==> src/rtl/cpumem_seq_if.sv <==
// rtl/cpumem_seq_if.sv - memory controller req/ack port bundle for cpumem_seq
interface cpumem_seq_if #(
    parameter int AW = 16
);
    logic          mem_req;
    logic [AW-1:0] mem_addr;
    logic [7:0]    mem_wdata;
    logic          mem_we;
    logic          mem_ack;
    logic [7:0]    mem_rdata;

    modport master (
        output mem_req, mem_addr, mem_wdata, mem_we,
        input  mem_ack, mem_rdata
    );

    modport slave (
        input  mem_req, mem_addr, mem_wdata, mem_we,
        output mem_ack, mem_rdata
    );
endinterface

==> src/rtl/cpumem_seq.sv <==
// rtl/cpumem_seq.sv - one CPU bus access per cputick, completion reported on memdone
// Optional request abort after TIMEOUT busy cycles when CPUMEM_TIMEOUT_EN is defined.
module cpumem_seq #(
    parameter int AW      = 16,
    parameter int TIMEOUT = 255
) (
    input  logic          clk,
    input  logic          rst_n,
    input  logic          cputick,
    input  logic [AW-1:0] cpu_addr,
    input  logic [7:0]    cpu_wdata,
    input  logic          cpu_we,
    output logic [7:0]    cpu_rdata,
    output logic          memdone,
    cpumem_seq_if.master  mem,
    output logic          err_overlap,
    output logic          err_timeout
);
    typedef enum logic {IDLE, BUSY} state_t;

    if (TIMEOUT < 1) begin : g_bad_timeout
        $error("cpumem_seq: TIMEOUT must be at least 1");
    end

    state_t        state_q, state_d;
    logic          req_q, req_d;
    logic [AW-1:0] addr_q, addr_d;
    logic [7:0]    wdata_q, wdata_d;
    logic          we_q, we_d;
    logic [7:0]    rdata_q, rdata_d;
    logic          done_q, done_d;
    logic          ovl_q, ovl_d;
    logic          tmo_q, tmo_d;

`ifdef CPUMEM_TIMEOUT_EN
    localparam int CW = ($clog2(TIMEOUT + 1) > 8) ? $clog2(TIMEOUT + 1) : 8;
    localparam logic [CW-1:0] CNT_LAST = CW'(TIMEOUT - 1);
    logic [CW-1:0] cnt_q, cnt_d;
    // Last value seen on the data bus; returned to the CPU when a read is aborted.
    logic [7:0]    latch_q, latch_d;
`endif

    always_comb begin
        state_d = state_q;
        req_d   = req_q;
        addr_d  = addr_q;
        wdata_d = wdata_q;
        we_d    = we_q;
        rdata_d = rdata_q;
        done_d  = done_q;
        ovl_d   = ovl_q;
        tmo_d   = 1'b0;
`ifdef CPUMEM_TIMEOUT_EN
        cnt_d   = cnt_q;
        latch_d = latch_q;
`endif
        case (state_q)
            IDLE: begin
                if (cputick) begin
                    addr_d  = cpu_addr;
                    wdata_d = cpu_wdata;
                    we_d    = cpu_we;
                    req_d   = 1'b1;
                    done_d  = 1'b0;
                    state_d = BUSY;
`ifdef CPUMEM_TIMEOUT_EN
                    cnt_d   = '0;
`endif
                end
            end
            BUSY: begin
                if (cputick) ovl_d = 1'b1;
                if (mem_ack_in()) begin
                    req_d   = 1'b0;
                    done_d  = 1'b1;
                    state_d = IDLE;
                    if (!we_q) rdata_d = mem.mem_rdata;
`ifdef CPUMEM_TIMEOUT_EN
                    latch_d = we_q ? wdata_q : mem.mem_rdata;
                end else if (cnt_q == CNT_LAST) begin
                    req_d   = 1'b0;
                    done_d  = 1'b1;
                    state_d = IDLE;
                    tmo_d   = 1'b1;
                    if (!we_q) rdata_d = latch_q;
                end else begin
                    cnt_d   = cnt_q + 1'b1;
`endif
                end
            end
            default: state_d = IDLE;
        endcase
    end

    function automatic logic mem_ack_in();
        return mem.mem_ack;
    endfunction

    always_ff @(posedge clk or negedge rst_n) begin
        if (!rst_n) begin
            state_q <= IDLE;
            req_q   <= 1'b0;
            addr_q  <= '0;
            wdata_q <= 8'h00;
            we_q    <= 1'b0;
            rdata_q <= 8'h00;
            done_q  <= 1'b1;
            ovl_q   <= 1'b0;
            tmo_q   <= 1'b0;
        end else begin
            state_q <= state_d;
            req_q   <= req_d;
            addr_q  <= addr_d;
            wdata_q <= wdata_d;
            we_q    <= we_d;
            rdata_q <= rdata_d;
            done_q  <= done_d;
            ovl_q   <= ovl_d;
            tmo_q   <= tmo_d;
        end
    end

`ifdef CPUMEM_TIMEOUT_EN
    always_ff @(posedge clk or negedge rst_n) begin
        if (!rst_n) begin
            cnt_q   <= '0;
            latch_q <= 8'h00;
        end else begin
            cnt_q   <= cnt_d;
            latch_q <= latch_d;
        end
    end
`endif

    assign mem.mem_req   = req_q;
    assign mem.mem_addr  = addr_q;
    assign mem.mem_wdata = wdata_q;
    assign mem.mem_we    = we_q;
    assign cpu_rdata     = rdata_q;
    assign memdone       = done_q;
    assign err_overlap   = ovl_q;
    assign err_timeout   = tmo_q;
endmodule

==> src/flat_wrapper.sv <==
// flat-port wrapper written by rule: the top's interface ports become plain ports
module cpumem_seq_flat 
#(
    parameter int AW      = 16,
    parameter int TIMEOUT = 255
)
  (clk, rst_n, cputick, cpu_addr, cpu_wdata, cpu_we, cpu_rdata, memdone, err_overlap, err_timeout, mem_mem_req, mem_mem_addr, mem_mem_wdata, mem_mem_we, mem_mem_ack, mem_mem_rdata);
  cpumem_seq_if #(.AW(AW)) mem_i ();
  input  logic clk;
  input  logic rst_n;
  input  logic cputick;
  input  logic [AW-1:0] cpu_addr;
  input  logic [7:0] cpu_wdata;
  input  logic cpu_we;
  output logic [7:0] cpu_rdata;
  output logic memdone;
  output logic err_overlap;
  output logic err_timeout;
  output wire logic [$bits(mem_i.mem_req)-1:0] mem_mem_req;
  output wire logic [$bits(mem_i.mem_addr)-1:0] mem_mem_addr;
  output wire logic [$bits(mem_i.mem_wdata)-1:0] mem_mem_wdata;
  output wire logic [$bits(mem_i.mem_we)-1:0] mem_mem_we;
  input wire logic [$bits(mem_i.mem_ack)-1:0] mem_mem_ack;
  input wire logic [$bits(mem_i.mem_rdata)-1:0] mem_mem_rdata;
  assign mem_mem_req = mem_i.mem_req;
  assign mem_mem_addr = mem_i.mem_addr;
  assign mem_mem_wdata = mem_i.mem_wdata;
  assign mem_mem_we = mem_i.mem_we;
  assign mem_i.mem_ack = mem_mem_ack;
  assign mem_i.mem_rdata = mem_mem_rdata;
  cpumem_seq #(.AW(AW), .TIMEOUT(TIMEOUT)) u_core (.clk(clk), .rst_n(rst_n), .cputick(cputick), .cpu_addr(cpu_addr), .cpu_wdata(cpu_wdata), .cpu_we(cpu_we), .cpu_rdata(cpu_rdata), .memdone(memdone), .mem(mem_i), .err_overlap(err_overlap), .err_timeout(err_timeout));
endmodule
==> config.mk <==
export PLATFORM = sky130hd
export DESIGN_NAME = cpumem_seq_flat
export DESIGN_NICKNAME = d
export VERILOG_FILES = /design/src/rtl/cpumem_seq_if.sv /design/src/rtl/cpumem_seq.sv /design/src/flat_wrapper.sv
export SDC_FILE = /design/constraint.sdc
export NUM_CORES = 1
export LEC_CHECK = 0
export CAP_MARGIN = 20
export CORE_AREA = 2 2 63 65
export CTS_CLUSTER_SIZE = 40
export DETAILED_ROUTE_END_ITERATION = 16
export DIE_AREA = 0 0 65 67
export PLACE_DENSITY_LB_ADDON = 0.2
export SYNTH_ARGS = -nofsm -noshare
export SYNTH_HDL_FRONTEND = slang
export SYNTH_SLANG_ARGS = --single-unit
export TNS_END_PERCENT = 10
==> constraint.sdc <==
create_clock -name clk -period 2.7 [get_ports clk]
set_input_delay 0.54 -clock clk [delete_from_list [all_inputs] [get_ports clk]]
set_output_delay 0.54 -clock clk [all_outputs]
set_load 0.005 [all_outputs]
Word-level counts from Yosys, hierarchy flattened
Index checks and enable logic that the tools add are counted.
- register bits after elaboration: 37
- bits of input ports: 37
- output and inout port bits: 37
- word-level logic and storage cells: 25
- eq/ne operators: 2
- multiplexer cells: 9
- bitwise operators: 2
- reduce and logical (&&, ||, !) cells: 4
- operators with widths (operator ; count):
    $mux 1 ; 6
    $pmux 1 s2 ; 3
    $reduce_and 2->1 ; 3
    $ne 2x2->1 const B ; 2
    $reduce_and 3->1 ; 1
    $not 1->1 ; 2

Depth between registers and ports, before layout
- word-level depth: 3
- mapped depth: 4
- depth with buffers taken out: 2

Least setup slack after synthesis
No wires, ideal clock.
- path kind: input-to-reg
- start point: in cputick
- end point: reg u_core.addr_q[0] (netlist: u_core.mem.mem_addr[0])
- setup time: 0.125 ns
- data arrival time: 1.235 ns
- data required time: 2.575 ns
- setup slack: 1.340 ns
- stages on the path: 4
- buffers on the path: 2
- cells stage by stage: nor2b_2 > buf_6 > buf_12 > mux2_4
- cells in the longest elaborated chain, start to end: 1
- RTL lines (item ; line ; text):
    from (decl) ; flat_wrapper.sv:11 ; input logic cputick;
    $reduce_and 2->1 (no source line) ; - ;
    to (signal assigned) ; cpumem_seq.sv:113 ; addr_q <= addr_d;
    to (decl) ; cpumem_seq.sv:27 ; logic [AW-1:0] addr_q, addr_d;
No other way between the ends.
A chain may end at the register's enable or synchronous reset.

Final worst setup path
- start point: in cputick
- end point: reg u_core.addr_q[15] (netlist: u_core.mem.mem_addr[15])
Same word-level chain as after synthesis.

==> results.yml <==
logic_synthesis:
  muxShareOfSynthArea_pct: 29.8
  synth-simple-area-share_pct: 1.83
  yosysSeqAreaShare_pct: 61.7
  syn-instance-count: 86
  synth_top_family_by_area: "multiplexers"
  yosysWarnings: 0
  synth.cell_area_sq_um: 1500
  synth_xor_area_share_pct: 0
  synth-seq-cells: 37
  synth_compound_area_share_pct: 2.00
  synth_fa_ha_area_share_pct: 0
  synth_nets: 123
  synth.avg_cell_area_sq_um: 17.5
  synth_cell_types: 16
hold_path:
  hold_class: "in -> async"
power_and_ir_drop:
  total_power_mw: 1.82
  vdd_drop_max_v: 0.000388
  cellLeakagePower_nw: 1.00
  power_density_nw_per_um2: 787
clock_tree:
  ctsHoldBuffers: 0
  clk_path_buf_depth: 2
  cts_setup_buffers: 0
  cts_sinks: 37
  cts_htree_levels: 2
  cts_resized: 0
  insertion_delay_ns: 0.27
  clk_pin_slew_ns: 0.07
  cts_tree: "yes"
  cts_buffers: 5
  cts_root_buf: "clkbuf_8"
detailed_routing:
  drt_first_pass_iters: 4
  vias: 946
  ant_nets: 0
  wl_per_cell_um: 14.5
  totalWireLength_um: 3050
  drtIter0Drc: 12
  route.detailed.drc: 0
  vias_per_cell: 4.50
final_layout:
  drive_gt1_share_pct: 27.8
  layout_commonest_cell: "clkdlybuf4s50_1"
  area_delta_synth_final_pct: 54.3
  fin_cells: 210
  mostFrequentLayoutCells: "clkdlybuf4s50_1 (71), dfrtp_1 (36), mux2_4 (20), mux2_2 (13), clkbuf_8 (6)"
  num-nets-final: 199
  fin_util_pct: 64.3
  num_antenna_cells: 0
sta:
  rsz0062_at_grt: "false"
  finalHoldViolations: 0
  period_share_pct: 68.9
  slew_headroom_pct: 47.5
  period_needed_ns: 1.86
  setup_tns_ns: 0
  clock-skew-final_ns: 0.00424
  setup_viol: 0
  final_max_slew_viol_count: 0
  tightest_slew_ns: 0.787
  timing.final.ws_setup_ns: 0.840
  max_clock_freq_mhz: 538
floorplan:
  ioPinCount: 74
  fp.dieArea_sq_um: 4360
  die_h_um: 67
  core-area_sq_um: 3610
  start_util_pct: 41.6
  rows: 22
  die_width_um: 65
critical_path:
  startpoint_type: "input pin"
  rrSetupSlack_ns: 1.21
  worst-path-max-fanout: 25
  end_kind: "flip-flop"
  rr_worst_depth: 3
  worst-setup-path-type: "in -> reg"
  crit_required_ns: 2.86
  arrival_ns: 2.02
global_routing:
  grt_use_total_pct: 16.4
  antenna_found_initial: 0
  grt_pass1_wl_um: 5230
  grt_pass1_vias: 1061
  grt_max_degree: 38
  overflow: 0
job:
  cap_violations: 0
placement:
  gp_congestion: 0.600
  io_buffers: 72
  place_hpwl_um: 2260
  dp.cells: 203
  dp_slack_ns: 0.529
run_status:
  status: "completed"
## worst max-delay path, stage by stage
cell and delay, ns:
clkdlybuf4s50_1 0.54, nor2b_4 0.16, buf_4 0.39, mux2_2 0.39
## path summary, 6_finish.rpt
check,to,from
max,u_core.mem.mem_addr[15],cputick
min,u_core.mem.mem_addr[12],rst_n
max reg2reg,u_core.mem.mem_addr[15],u_core.state_q
min reg2reg,u_core.err_overlap,u_core.err_overlap
max in group asynchronous,u_core.state_q,rst_n
min in group clk,u_core.err_overlap,u_core.err_overlap
## synthesized netlist by cell type
| library cell | n | area, sq um |
|---|---|---|
| o22ai_1 | 1 | 6.26 |
| dfstp_2 | 1 | 26.3 |
| mux2_4 | 20 | 300 |
| nand3b_2 | 1 | 11.3 |
| buf_6 | 1 | 11.3 |
| a21oi_1 | 1 | 5.00 |
| a21o_2 | 1 | 8.76 |
| buf_12 | 2 | 40.0 |
| conb_1 | 1 | 3.75 |
| nor2b_2 | 1 | 8.76 |
| dfrtp_1 | 36 | 901 |
| buf_4 | 1 | 7.51 |
| nor2_1 | 2 | 7.51 |
| o21ai_0 | 2 | 10.0 |
| inv_1 | 2 | 7.51 |
| mux2_2 | 13 | 146 |
## layer usage
metal | track usage (%) | share of wire [%]
met5 | 0 | 0
met4 | 3.99 | 0
met3 | 6.59 | 6.7
met2 | 26.8 | 50
met1 | 20.4 | 43
## where the power goes
part / leakage [nW] / internal, mW / switching (mW)
sequential: 0.428 / 0.717 / 0.0936
combinational: 0.528 / 0.480 / 0.163
clock: 0.0443 / 0.202 / 0.167
## state kept, by name, summed over array words and instances, names as in the netlist
register and count:
u_core.memdone 1, u_core.mem.mem_we 1, u_core.cpu_rdata 8, u_core.err_overlap 1, u_core.mem.mem_addr 16, u_core.mem.mem_wdata 8
u_core.state_q 1, u_core.mem.mem_req 1
## logic make-up (layout without fill, tap and decap cells)
family,after synthesis,after routing
muxes,33,33
DFF,37,37
and+or+nand+nor,4,4
other,1,1
AOI/OAI and AO/OA,5,5
buffers and inverters,6,82
## layout make-up
cell class / instances / area (sq um)
Timing Repair Buffer: 73 / 723
Tap cell: 48 / 60.1
Inverter: 2 / 7.51
Multi-Input combinational cell: 43 / 513
Fill cell: 295 / 1290
Sequential cell: 37 / 927
Clock buffer: 7 / 86.3
## per-stage QoR
stage / hold slack (ns) / cell area (sq um)
after global placement: 0.455 / 2230
after global routing: 0.411 / 2320
after detailed placement: 0.450 / 2230
after floorplan: 0.244 / 1500
final: 0.343 / 2320
after CTS: 0.372 / 2320
(Power assumes the default switching activity.)
